==> src/rtl/datapath.sv <==
// 4-bit accumulator-style datapath: A/B/out registers, an 8-op ALU with registered flags,
// a shared source bus, and a RUN/HALTED controller with a load-step counter.
module datapath (
    input  logic        clk,
    input  logic        reset,
    input  logic [15:0] control,
    input  logic [3:0]  data_in,
    output logic [3:0]  A_out,
    output logic [3:0]  B_out,
    output logic [3:0]  out_port,
    output logic [3:0]  bus_out,
    output logic        zero,
    output logic        carry,
    output logic        halted,
    output logic [7:0]  step_count
);

    typedef enum logic [0:0] {StRun, StHalted} state_e;

    state_e      state_q, state_d;
    logic [3:0]  a_q, a_d, b_q, b_d, o_q, o_d;
    logic        z_q, z_d, c_q, c_d;
    logic [7:0]  cnt_q, cnt_d;

    logic        ld_a, ld_b, ld_o, ld_f, clr, hlt;
    logic [1:0]  src;
    logic [2:0]  op;
    logic [4:0]  alu_wide;
    logic [3:0]  alu_res;
    logic        alu_carry;
    logic [3:0]  bus;
    logic        unused_ctrl;

    assign ld_a        = control[15];
    assign ld_b        = control[14];
    assign ld_o        = control[13];
    assign src         = control[12:11];
    assign op          = control[10:8];
    assign ld_f        = control[7];
    assign clr         = control[6];
    assign hlt         = control[5];
    assign unused_ctrl = ^control[4:0];

    // Bit 4 of the widened result is the carry for add/inc and the borrow for sub/dec.
    always_comb begin
        alu_wide = 5'd0;
        unique case (op)
            3'b000:  alu_wide = {1'b0, a_q} + {1'b0, b_q};
            3'b001:  alu_wide = {1'b0, a_q} - {1'b0, b_q};
            3'b010:  alu_wide = {1'b0, a_q & b_q};
            3'b011:  alu_wide = {1'b0, a_q | b_q};
            3'b100:  alu_wide = {1'b0, a_q ^ b_q};
            3'b101:  alu_wide = {1'b0, ~a_q};
            3'b110:  alu_wide = {1'b0, a_q} + 5'd1;
            3'b111:  alu_wide = {1'b0, a_q} - 5'd1;
            default: alu_wide = 5'd0;
        endcase
    end

    assign alu_res   = alu_wide[3:0];
    assign alu_carry = alu_wide[4];

    always_comb begin
        bus = data_in;
        unique case (src)
            2'b00:   bus = data_in;
            2'b01:   bus = a_q;
            2'b10:   bus = b_q;
            2'b11:   bus = alu_res;
            default: bus = data_in;
        endcase
    end

    always_comb begin
        state_d = state_q;
        a_d     = a_q;
        b_d     = b_q;
        o_d     = o_q;
        z_d     = z_q;
        c_d     = c_q;
        cnt_d   = cnt_q;
        if (state_q == StRun) begin
            if (clr) begin
                a_d = 4'd0;
                b_d = 4'd0;
                o_d = 4'd0;
                z_d = 1'b0;
                c_d = 1'b0;
            end else begin
                if (ld_a) a_d = bus;
                if (ld_b) b_d = bus;
                if (ld_o) o_d = bus;
                if (ld_f) begin
                    z_d = (alu_res == 4'd0);
                    c_d = alu_carry;
                end
                if (ld_a || ld_b || ld_o) cnt_d = cnt_q + 8'd1;
            end
            if (hlt) state_d = StHalted;
        end
    end

    always_ff @(posedge clk or negedge reset) begin
        if (!reset) begin
            state_q <= StRun;
            a_q     <= 4'd0;
            b_q     <= 4'd0;
            o_q     <= 4'd0;
            z_q     <= 1'b0;
            c_q     <= 1'b0;
            cnt_q   <= 8'd0;
        end else begin
            state_q <= state_d;
            a_q     <= a_d;
            b_q     <= b_d;
            o_q     <= o_d;
            z_q     <= z_d;
            c_q     <= c_d;
            cnt_q   <= cnt_d;
        end
    end

    assign A_out      = a_q;
    assign B_out      = b_q;
    assign out_port   = o_q;
    assign bus_out    = bus;
    assign zero       = z_q;
    assign carry      = c_q;
    assign halted     = (state_q == StHalted);
    assign step_count = cnt_q;

endmodule

==> config.mk <==
export PLATFORM = sky130hd
export DESIGN_NAME = datapath
export DESIGN_NICKNAME = d
export VERILOG_FILES = /design/src/rtl/datapath.sv
export SDC_FILE = /design/constraint.sdc
export NUM_CORES = 1
export LEC_CHECK = 0
export ABC_AREA = 1
export CAP_MARGIN = 5
export CORE_UTILIZATION = 45
export CTS_BUF_LIST = sky130_fd_sc_hd__clkbuf_8
export DETAILED_ROUTE_END_ITERATION = 10
export MAX_ROUTING_LAYER = met4
export PLACE_DENSITY = 0.79
export SYNTH_ARGS = -nofsm -noshare
export SYNTH_HDL_FRONTEND = slang
export SYNTH_SLANG_ARGS = --single-unit
==> constraint.sdc <==
create_clock -name clk -period 2.06 [get_ports clk]
set_clock_uncertainty 0.15 [all_clocks]
set_input_delay 0.206 -clock clk [delete_from_list [all_inputs] [get_ports clk]]
set_output_delay 0.206 -clock clk [all_outputs]
set_load 0.02 [all_outputs]
== Word-level counts from Yosys, hierarchy flattened ==
Index checks and enable logic that the tools add are counted.
Storage, ports and cells
  register bits after elaboration: 23
  input bits: 22
  output and inout port bits: 27
  word-level logic and storage cells: 56
Operators by class
  add/sub/neg operators: 5
  eq/ne operators: 10
  mux-type cells: 14
  bitwise logic cells: 6
  reductions and logical operators: 14
Operators with widths (count)
  $pmux 5 s8: 1
  $mux 4: 6
  $pmux 4 s4: 1
  $eq 3x3->1 const B: 4
  $add 8x1->8 const B: 1
  $reduce_and 2->1: 4
  $reduce_bool 2->1: 4
  $eq 3x2->1 const B: 2
  $mux 1: 6
  $add 4x1->5 const B: 1
  $add 4x4->5: 1
  $sub 4x1->5 const B: 1
  $sub 4x4->5: 1
  $and 4x4->4: 1
  $eq 2x2->1 const B: 2
  $logic_not 4->1: 1
  $not 4->4: 1
  $or 4x4->4: 1
  $xor 4x4->4: 1
  $eq 3x1->1 const B: 1
  $logic_not 3->1: 1
  $reduce_and 3->1: 1
  $eq 2x1->1 const B: 1
  $logic_not 2->1: 1
  2 further kinds: 4

== Depth between registers and ports, before layout ==
  word-level depth: 5
  mapped depth: 15
  gate-level depth less buffers: 15

== Worst setup path before layout ==
OpenSTA, ideal clock, no wires.
  path type: flip-flop to output port
  from: register b_q[0], in the netlist B_out[0]
  to: output bus_out[2]
  arrival time: 2.432 ns
  data required time: 1.704 ns
  path slack: -0.728 ns
  cell stages (with the launch flop): 11
  path buffers: 0
  cells stage by stage: dfrtp_1 > inv_1 > ha_1 > o22ai_1 > inv_1 > fa_1 > xnor2_1 > nand2_1 > nand3_1 > nand2_1 > a21boi_0
On the way
  word-level cells in the longest chain between the ends: 3
  elaborated cells between the ends (all ways): 4
  those cells by class: add/sub (2); mux (2)
Ends and longest elaborated chain
  from (decl): RTL line 21  | logic [3:0] a_q, a_d, b_q, b_d, o_q, o_d;
  from (signal assigned): RTL line 107  | b_q <= 4'd0;
  from (signal assigned): RTL line 115  | b_q <= b_d;
  $sub 4x4->5 / $add 4x4->5 (equally long branches): RTL line 49, 48
  $pmux 5 s8 *: RTL line 47  | unique case (op)
  $pmux 4 s4 *: RTL line 65  | unique case (src)
  to (decl): RTL line 11  | output logic [3:0] bus_out,
Every way passes the cells marked *; elsewhere a longest branch is shown, timed or not.

== Worst setup path after layout ==
  from: register b_q[1], in the netlist B_out[1]
  to: output bus_out[2]
The elaborated chain is that of the path after synthesis.

==> results.sh <==
export IMPL_diodes=0
export IMPL_fin_nets=386
export IMPL_finalCritPeriodShare_pct=127
export IMPL_setup_slack_ns=-0.550
export IMPL_synth_distinct_cells=24
export IMPL_viasPerCell=5.17
export IMPL_end_kind="output pin"
export IMPL_yosysMostFrequentCell="nand2_1"
export IMPL_fin_hold_ws_ns=0.143
export IMPL_synth_area_per_cell_um2=7.04
export IMPL_worst_ep_required_time_ns=1.70
export IMPL_critPathLaunchType="register"
export IMPL_maxCapViolations=0
export IMPL_die_y_um=64.2
export IMPL_clockBufferDepth=2
export IMPL_synth_ff_latch_count=23
export IMPL_min_path_type="in -> async"
export IMPL_fin_setup_tns_ns=-4.53
export IMPL_r2r_start="B_out[1]$_DFFE_PN0P_"
export IMPL_setup_viol=15
export IMPL_finalCriticalPeriod_ns=2.61
export IMPL_worstPathMaxFanout=3
export IMPL_start_util_pct=47.2
export IMPL_synthTopCellsByArea="dfrtp_1 (33%), nand2_1 (13%), ha_1 (10%)"
export IMPL_cts_hold_buf=0
export IMPL_grt_pass1_wl_um=9450
export IMPL_grt_antenna_before_repair=0
export IMPL_io_pin_count=49
export IMPL_wl_um=5940
export IMPL_clock_sinks=23
export IMPL_fp_row_count=22
export IMPL_cts_root_buf="clkbuf_8"
export IMPL_synth_edff_count=0
export IMPL_htree_levels=1
export IMPL_worst_ep_arrival_time_ns=2.25
export IMPL_layout_drive_gt1_share_pct=34.5
export IMPL_syn2layout_area_growth_pct=68.7
export IMPL_syn_nets=284
export IMPL_rsz0062_at_grt="true"
export IMPL_hpwlAfterDp_um=3930
export IMPL_die_area_mm2=0.00412
export IMPL_worst_r2r_endpoint="out_port[2]$_DFFE_PN0P_"
export IMPL_synth_top_area_share_pct=33.1
export IMPL_insertion_delay_ns=0.26
export IMPL_vias=2047
export IMPL_synthTopCellsByCount="nand2_1 (60), inv_1 (35), nor2_1 (28)"
export IMPL_grt_max_degree=24
export IMPL_p_leak_nw=1.50
export IMPL_portBuffers=43
export IMPL_wl_per_cell_um=15.0
export IMPL_yosysTopAreaCell="dfrtp_1"
export IMPL_async_reset_ff_share_pct=100
export IMPL_track_usage_pct=30.6
export IMPL_grt_ovfl_total=0
export IMPL_peakVddDrop_uv=370
export IMPL_finalHoldViolations=0
export IMPL_clkTransAtPathRegs_ns=0.08
export IMPL_final_max_slew_viol_count=0
export IMPL_yosys_most_used_dff="dfrtp_1"
export IMPL_cts_tree="done"
export IMPL_tightest_slew_ns=0.487
export IMPL_yosysWarnings=0
export IMPL_synthCells=247
export IMPL_timing_fmax_mhz=383
export IMPL_synth_area_mm2=0.00174
export IMPL_grt_pass1_vias=2102
export IMPL_r2r_slack_ns=-0.43
export IMPL_core_area_mm2=0.00369
export IMPL_finalWeightedCongestion=0.910
export IMPL_fillCellCount=234
export IMPL_firstDrtPassIters=4
export IMPL_yosysSeqAreaShare_pct=33.1
export IMPL_max_slew_margin_pct=67.5
export IMPL_drc=0
export IMPL_power_density_mw_per_mm2=606
export IMPL_path_class="reg -> out"
export IMPL_status="finished, violations left"
export IMPL_fp_dieW_um=64.2
export IMPL_violations="setup timing"
export IMPL_dr_first_iter_drc_count=90
export IMPL_final_util_pct=79.5
export IMPL_numCtsBuffers=3
export IMPL_reg2regPathDepth=15
export IMPL_ant_nets=0
[repair_timing]
item	CTS	global route
gates cloned	0	0
setup endpoints to repair	15	15
gates resized for setup	54	10
pin swaps	11	8
buffers inserted	10	1
[worst max-delay path: stages, from the launching register on]
cell      delay [ns]
dfrtp_2         0.45
inv_4           0.08
ha_4            0.20
o22ai_4         0.15
inv_2           0.05
fa_2            0.39
xnor2_2         0.14
nand2_1         0.08
nand3_2         0.10
nand2_4         0.07
a21boi_4        0.15
buf_6           0.13
[placed cells by master (no fill, tap or decap), types with 2 or more instances in the layout]
cell type	netlist	final
nand2_1	60	54
buf_4	0	50
clkdlybuf4s50_1	0	36
inv_1	35	30
nor2_1	28	24
dfrtp_1	23	21
nand3_1	24	12
nand4_1	12	12
nand3_2	0	11
ha_1	14	11
a21oi_1	12	10
buf_6	0	9
inv_2	5	8
xor2_1	6	6
nor2_2	1	5
nand2_2	3	5
o21ai_0	6	5
or2_2	4	4
nand2_4	0	4
ha_4	0	3
clkbuf_8	0	3
dlygate4sd2_1	0	3
dfrtp_2	0	2
inv_4	0	2
o21ai_1	1	2
a21boi_4	0	2
xnor2_1	3	2
[cell type report]
class | count | area, um2 | area share [%]
clock buffers | 3 | 41.3 | 1.41
multi-input cells | 183 | 1230 | 42.0
well taps | 48 | 60.1 | 2.05
repair buffers | 98 | 863 | 29.4
flip-flops and latches | 23 | 578 | 19.7
inverters | 40 | 155 | 5.29
clock inverters | 1 | 5.00 | 0.171
[per-stage QoR]
stage	cell area, um2	worst slack [ns]	total power [mW]	cells
5_1_grt	2930	-0.658	1.88	396
4_1_cts	2880	-0.515	1.70	395
2_1_floorplan	1840	-0.182	0.945	247
3_3_place_gp	2660	-1.06	1.28	381
6_report	2930	-0.550	1.78	396
3_5_place_dp	2660	-1.17	1.30	381
[layer usage]
layer	wire (um)	global-route usage [%]	share of wire (%)
met1	2440	35.4	41
met5	0	-	0
met3	254	4.11	4.3
met2	3040	52.9	51
met4	206	13.1	3.5
[report_power, final]
| part | internal [mW] | switching [mW] |
|---|---|---|
| sequential | 0.491 | 0.0430 |
| clock | 0.135 | 0.140 |
| combinational | 0.483 | 0.485 |
[worst max path at each step]
stage,to,cells past startpoint,startpoint,slack (ns)
after floorplan,bus_out[2],10,B_out[0]$_DFFE_PN0P_,-0.18
after global placement,bus_out[2],15,control[9],-1.06
after detailed placement,bus_out[2],15,control[10],-1.17
after CTS,bus_out[2],11,B_out[1]$_DFFE_PN0P_,-0.51
after global routing,bus_out[3],13,B_out[1]$_DFFE_PN0P_,-0.66
final,bus_out[2],11,B_out[1]$_DFFE_PN0P_,-0.55
[kinds of logic (layout without fill, tap and decap cells)]
group / count (synthesis) / count (layout) / synth area share, %
buffers and inverters: 41 / 142 / 8.92
and+or+nand+nor: 134 / 134 / 34.0
xor gates and xnor gates: 9 / 9 / 4.53
adders and majority gates: 15 / 15 / 11.2
muxes: 1 / 1 / 0.647
AOI/OAI and AO/OA: 24 / 24 / 7.55
DFF: 23 / 23 / 33.1
[state kept, by name (all words and copies together), names as in the netlist]
| name | count |
|---|---|
| halted | 1 |
| carry | 1 |
| B_out | 4 |
| A_out | 4 |
| step_count | 8 |
| out_port | 4 |
| zero | 1 |
Power figures use the tool's default switching activity.
